[config.mk]
export PLATFORM = sky130hd
export DESIGN_NAME = decode_stage
export DESIGN_NICKNAME = d
export VERILOG_FILES = /design/src/rtl/decode_stage_pkg.sv /design/src/rtl/decode_stage_regfile.sv /design/src/rtl/decode_stage.sv
export SDC_FILE = /design/constraint.sdc
export NUM_CORES = 2
export LEC_CHECK = 0
export BUFFER_PORTS_ARGS = -buffer_cell sky130_fd_sc_hd__buf_2
export CAP_MARGIN = 20
export CORE_ASPECT_RATIO = 1.75
export CORE_MARGIN = 1
export CORE_UTILIZATION = 60
export CTS_CLUSTER_DIAMETER = 40
export DETAILED_ROUTE_END_ITERATION = 7
export MAX_ROUTING_LAYER = met4
export PLACE_DENSITY = 0.77
export SLEW_MARGIN = 40
export SYNTH_ARGS = -nofsm -noshare
export SYNTH_HDL_FRONTEND = slang
export SYNTH_SLANG_ARGS = --single-unit
[constraint.sdc]
create_clock -name clk -period 5.8 [get_ports clk]
set_clock_uncertainty 0.1 [all_clocks]
set_input_delay 1.45 -clock clk [delete_from_list [all_inputs] [get_ports clk]]
set_output_delay 1.45 -clock clk [all_outputs]
set_load 0.02 [all_outputs]
[src/rtl/decode_stage_pkg.sv]
// Shared constants, FSM encoding and decoded-operand bundle for the RV32I decode stage.
package decode_stage_pkg;

    localparam int XLEN       = 32;
    localparam int REG_ADDR_W = 5;
    localparam int NUM_REGS   = 1 << REG_ADDR_W;

    localparam logic [6:0] OP_REG = 7'b0110011;
    localparam logic [6:0] OP_IMM = 7'b0010011;

    typedef enum logic {
        ST_EMPTY = 1'b0,
        ST_FULL  = 1'b1
    } state_e;

    typedef struct packed {
        logic [6:0]            opcode;
        logic [2:0]            funct3;
        logic [6:0]            funct7;
        logic [REG_ADDR_W-1:0] rd;
        logic [XLEN-1:0]       rs1_value;
        logic [XLEN-1:0]       mux_result;
        logic                  illegal;
    } decode_t;

    // I-type immediate; bits [11:5] keep instr[31:25] so shift-immediates expose funct7.
    function automatic logic [XLEN-1:0] imm_i(input logic [31:0] instr);
        return {{(XLEN-12){instr[31]}}, instr[31:20]};
    endfunction

endpackage

[src/rtl/decode_stage_regfile.sv]
// 32 x XLEN register file: two combinational read ports, one synchronous write port, x0 fixed at zero.
module regfile
    import decode_stage_pkg::*;
(
    input  logic                  clk,
    input  logic                  rst,
    input  logic [REG_ADDR_W-1:0] rd_addr_a,
    output logic [XLEN-1:0]       rd_data_a,
    input  logic [REG_ADDR_W-1:0] rd_addr_b,
    output logic [XLEN-1:0]       rd_data_b,
    input  logic                  wr_en,
    input  logic [REG_ADDR_W-1:0] wr_addr,
    input  logic [XLEN-1:0]       wr_data
);

    logic [XLEN-1:0] mem_q [NUM_REGS];

    always_ff @(posedge clk) begin
        if (rst) begin
            for (int i = 0; i < NUM_REGS; i++) begin
                mem_q[i] <= '0;
            end
        end else if (wr_en && (wr_addr != '0)) begin
            mem_q[wr_addr] <= wr_data;
        end
    end

    assign rd_data_a = (rd_addr_a == '0) ? '0 : mem_q[rd_addr_a];
    assign rd_data_b = (rd_addr_b == '0) ? '0 : mem_q[rd_addr_b];

endmodule

[src/rtl/decode_stage.sv]
// RV32I decode stage: one-entry valid/ready buffer that decodes R/I-type ALU instructions
// and reads operands from the register file, with writeback-to-read bypass.
module decode_stage
    import decode_stage_pkg::*;
(
    input  logic                  clk,
    input  logic                  rst,
    input  logic                  instr_valid_in,
    input  logic [31:0]           instr_in,
    output logic                  instr_ready_out,
    output logic                  ex_valid_out,
    input  logic                  ex_ready_in,
    output logic [6:0]            opcode_out,
    output logic [2:0]            funct3_out,
    output logic [6:0]            funct7_out,
    output logic [REG_ADDR_W-1:0] rd_out,
    output logic [XLEN-1:0]       rs1_value_out,
    output logic [XLEN-1:0]       mux_result_out,
    output logic                  illegal_out,
    input  logic                  wb_en_in,
    input  logic [REG_ADDR_W-1:0] wb_rd_in,
    input  logic [XLEN-1:0]       wb_data_in
);

    state_e  state_q, state_d;
    decode_t dec_q, dec_d;
    decode_t decoded;

    logic                  transfer;
    logic [REG_ADDR_W-1:0] rs1_addr, rs2_addr;
    logic [XLEN-1:0]       rf_rs1, rf_rs2;
    logic [XLEN-1:0]       rs1_fwd, rs2_fwd;

    assign rs1_addr = instr_in[19:15];
    assign rs2_addr = instr_in[24:20];

    regfile u_regfile (
        .clk       (clk),
        .rst       (rst),
        .rd_addr_a (rs1_addr),
        .rd_data_a (rf_rs1),
        .rd_addr_b (rs2_addr),
        .rd_data_b (rf_rs2),
        .wr_en     (wb_en_in),
        .wr_addr   (wb_rd_in),
        .wr_data   (wb_data_in)
    );

    // A same-cycle writeback wins over the stored value, since the array only updates at the edge.
    assign rs1_fwd = (wb_en_in && (wb_rd_in != '0) && (wb_rd_in == rs1_addr)) ? wb_data_in : rf_rs1;
    assign rs2_fwd = (wb_en_in && (wb_rd_in != '0) && (wb_rd_in == rs2_addr)) ? wb_data_in : rf_rs2;

    assign ex_valid_out    = (state_q == ST_FULL);
    assign instr_ready_out = !ex_valid_out || ex_ready_in;
    assign transfer        = instr_valid_in && instr_ready_out;

    always_comb begin
        decoded         = '0;
        decoded.opcode  = instr_in[6:0];
        decoded.funct3  = instr_in[14:12];
        decoded.funct7  = instr_in[31:25];
        decoded.rd      = instr_in[11:7];
        decoded.illegal = 1'b1;
        case (instr_in[6:0])
            OP_REG: begin
                decoded.illegal    = 1'b0;
                decoded.rs1_value  = rs1_fwd;
                decoded.mux_result = rs2_fwd;
            end
            OP_IMM: begin
                decoded.illegal    = 1'b0;
                decoded.rs1_value  = rs1_fwd;
                decoded.mux_result = imm_i(instr_in);
            end
            default: ;
        endcase
    end

    always_comb begin
        state_d = state_q;
        dec_d   = dec_q;
        if (transfer) begin
            state_d = ST_FULL;
            dec_d   = decoded;
        end else if (ex_ready_in) begin
            state_d = ST_EMPTY;
        end
    end

    always_ff @(posedge clk) begin
        if (rst) begin
            state_q <= ST_EMPTY;
            dec_q   <= '0;
        end else begin
            state_q <= state_d;
            dec_q   <= dec_d;
        end
    end

    assign opcode_out     = dec_q.opcode;
    assign funct3_out     = dec_q.funct3;
    assign funct7_out     = dec_q.funct7;
    assign rd_out         = dec_q.rd;
    assign rs1_value_out  = dec_q.rs1_value;
    assign mux_result_out = dec_q.mux_result;
    assign illegal_out    = dec_q.illegal;

endmodule

==> results by group <==
Routing
  – Router iterations before antenna repair: 7
  – Total Wirelength: 197 mm
  – DRT iter0 DRCs: 6166
  – DR vias: 39100
  – Vias per cell: 7.44
  – Avg WL per Cell: 37.4 um
  – Post-route ant nets: 0
  – Number of remaining DRC errors: 0

GRT
  – Vias in the first global route: 39400
  – Grt ovf: 0
  – Largest net degree at the start of global routing: 122
  – GRT Resource Usage Total: 42.2%
  – First-pass GRT wire length: 278 mm
  – Initial antenna violation count: 18

Timing
  – Post-route clock period utilization: 67.6%
  – Achievable clock frequency: 255 MHz
  – Endpoints failing hold: 0
  – Fin Setup TNS: 0 ns
  – Unrepaired setup endpoints after global routing: no
  – Pins Over Slew Limit: 0
  – Worst Tran Pin Value: 0.988 ns
  – Slew HR: 33.2%
  – Final setup vio count: 0
  – Final min period: 3.92 ns
  – Worst setup margin: 1.88 ns

Floorplan
  – Chip width: 237 um
  – Die Area: 0.0980 mm^2
  – Core area: 0.0957 mm^2
  – FP Rows: 150
  – Die Y: 413 um
  – Initial Utilization: 60.6%
  – I/O pin cnt: 163

Min path
  – Hold endpoint: funct3_out[1]
  – Worst hold path class: reg -> reg
  – Hold path start: funct3_out[1]
  – Worst hold stages: 2

Finish
  – Post-route cell area: 0.0651 mm^2
  – Share of cells above drive strength 1: 27.8%
  – Filler instances: 6337
  – Commonest non-fill, non-tap cell in the layout: edfxtp_1
  – Final nets: 3996
  – Commonest non-fill, non-tap cells in the layout: edfxtp_1 (1024), and2_1 (995), mux4_2 (520), mux2i_1 (183), buf_2 (154)
  – Layout area overhead: 12.1%

Clock tree
  – Hold Buf Count CTS: 0
  – CTS buffer count: 113
  – # resized after CTS: 0
  – CTS Root Cell: clkbuf_16
  – Worst-skew pair later-pin latency: 0.75 ns
  – CTS tree: built
  – CTS Buffer Depth: 3
  – Clk sinks: 1112
  – Depth of the CTS H-tree: 3
  – Post-CTS Setup Bufs: 0
  – Clk pin slew, worst setup/hold paths: 0.06 ns

Setup path
  – R2r endpoint: mux_result_out[30]
  – R2r setup slk: 2.79 ns
  – Startpoint types: input pin
  – Max FO, Critical Path: 24
  – WP data required: 6.38 ns
  – R2R Path Start: ex_valid_out
  – Setup CP Type: in -> reg
  – R2R cell count: 8
  – WP data arrival: 4.50 ns
  – Kind of end point of the critical path: register

Place
  – IO buf count: 162
  – Placed Instance Area: 0.0611 mm^2
  – Place WS: 1.28 ns
  – Placer Congestion: 0.947
  – Dpl hpwl: 120 mm

Pwr
  – Maximum VDD drop: 0.254 mV
  – Leakage dissipation: 0.0226 uW
  – Pwr dens: 296 mW/mm^2

Logic synthesis
  – Main synth FF type: edfxtp_1
  – Warnings from Yosys: 0
  – Synth Cell Area: 0.0580 mm^2
  – Register area share after synthesis: 56.0%
  – Average size of a mapped cell: 15.0 um^2
  – Async S/R FF share, synth: 0%
  – Flops & latches, synth: 1112
  – Yosys cell types: 56
  – Post-synth EDFFs: 1024
  – Syn Inst Count: 3881

Job
  – Max-cap violation count: 0

Outcome
  – Status: finished clean
worst max-delay path, cell delays in order:
cell and delay [ns]:
buf_2 0.19, nor4bb_1 0.86, and2_1 0.29, nand3_1 0.10, buf_4 0.26, or4_4 0.80, or3_1 0.41, nand3_1 0.08
state kept, by name, indices dropped and copies added, names as in the netlist:
| name | count |
|---|---|
| mux_result_out | 32 |
| ex_valid_out | 1 |
| funct3_out | 3 |
| rd_out | 5 |
| opcode_out | 7 |
| u_regfile.mem_q | 1024 |
| funct7_out | 7 |
| rs1_value_out | 32 |
| illegal_out | 1 |
synthesized netlist by cell type (all sizes together), types with 7 or more instances:
master / instances / area [um^2]
nand2: 73 / 274
a2111oi: 7 / 80.1
edfxtp: 1024 / 30700
a22o: 7 / 61.3
a22oi: 111 / 833
nor3: 9 / 45.0
buf: 101 / 571
mux2i: 184 / 1840
dfxtp: 88 / 1760
and2: 996 / 6230
nand3: 53 / 265
o21ai: 45 / 225
o211ai: 39 / 293
nor2: 59 / 224
o22ai: 16 / 100
a21oi: 46 / 230
clkbuf: 320 / 1200
nand4: 70 / 438
nand3b: 20 / 150
mux2: 9 / 101
xnor2: 7 / 61.3
nor2b: 16 / 100
mux4: 520 / 11700
report_power, final:
group / internal, uW / leakage (uW) / switching (uW) / total (uW)
Clock: 4330 / 0.00186 / 3330 / 7660
Combinational: 899 / 0.0103 / 1280 / 2180
Sequential: 9170 / 0.0105 / 222 / 9390
per-stage QoR:
step	hold WS (ns)	power [uW]	std cells	utilization, %
2_1_floorplan	0.435	10800	3912	-
3_3_place_gp	0.339	11600	4996	63.3
3_5_place_dp	0.343	11600	5020	63.8
4_1_cts	0.351	19100	5235	67.8
5_1_grt	0.367	19600	5246	67.9
6_report	0.351	19200	5254	68.0
final cells by class:
cell class / count / area, um^2 / area share [%]
inverter: 6 / 22.5 / 0.0346
clock buffer: 145 / 3040 / 4.67
tap: 1216 / 1520 / 2.34
multi-input combinational: 2373 / 24500 / 37.7
clock inverter: 70 / 813 / 1.25
sequential: 1112 / 32500 / 50.0
antenna: 16 / 40.0 / 0.0615
timing repair buffer: 316 / 2590 / 3.98
how the worst max path moves through the flow:
| stage | start | endpoint | slack, ns | cells after the start |
|---|---|---|---|---|
| 2_1_floorplan | wb_rd_in[2] | u_regfile.mem_q[12][0] | 0.65 | 6 |
| 3_3_place_gp | wb_en_in | u_regfile.mem_q[6][15] | 1.29 | 5 |
| 3_5_place_dp | instr_in[20] | mux_result_out[23] | 1.28 | 8 |
| 4_1_cts | instr_in[20] | mux_result_out[23] | 2.05 | 8 |
| 5_1_grt | instr_in[2] | mux_result_out[30] | 1.98 | 8 |
| 6_report | instr_in[2] | mux_result_out[30] | 1.88 | 8 |
routing by layer:
| layer | GRT usage [%] | vias to the layer above | part of all wire (%) |
|---|---|---|---|
| met4 | 31.2 | 0 | 8.4 |
| met1 | 47.1 | 19600 | 30 |
| met2 | 65.1 | 3534 | 48 |
| li1 | - | 15000 | - |
| met3 | 11.6 | 973 | 14 |
| met5 | - | - | 0 |
cells by family after synthesis:
family	after synthesis	share of synthesized area, %
mux	713	23.5
buf+inv	427	3.09
other cells	1	0.00646
xor+xnor	10	0.151
simple gates	1318	13.6
flops	1112	56.0
compound gates	300	3.59
(Power assumes the default switching activity.)
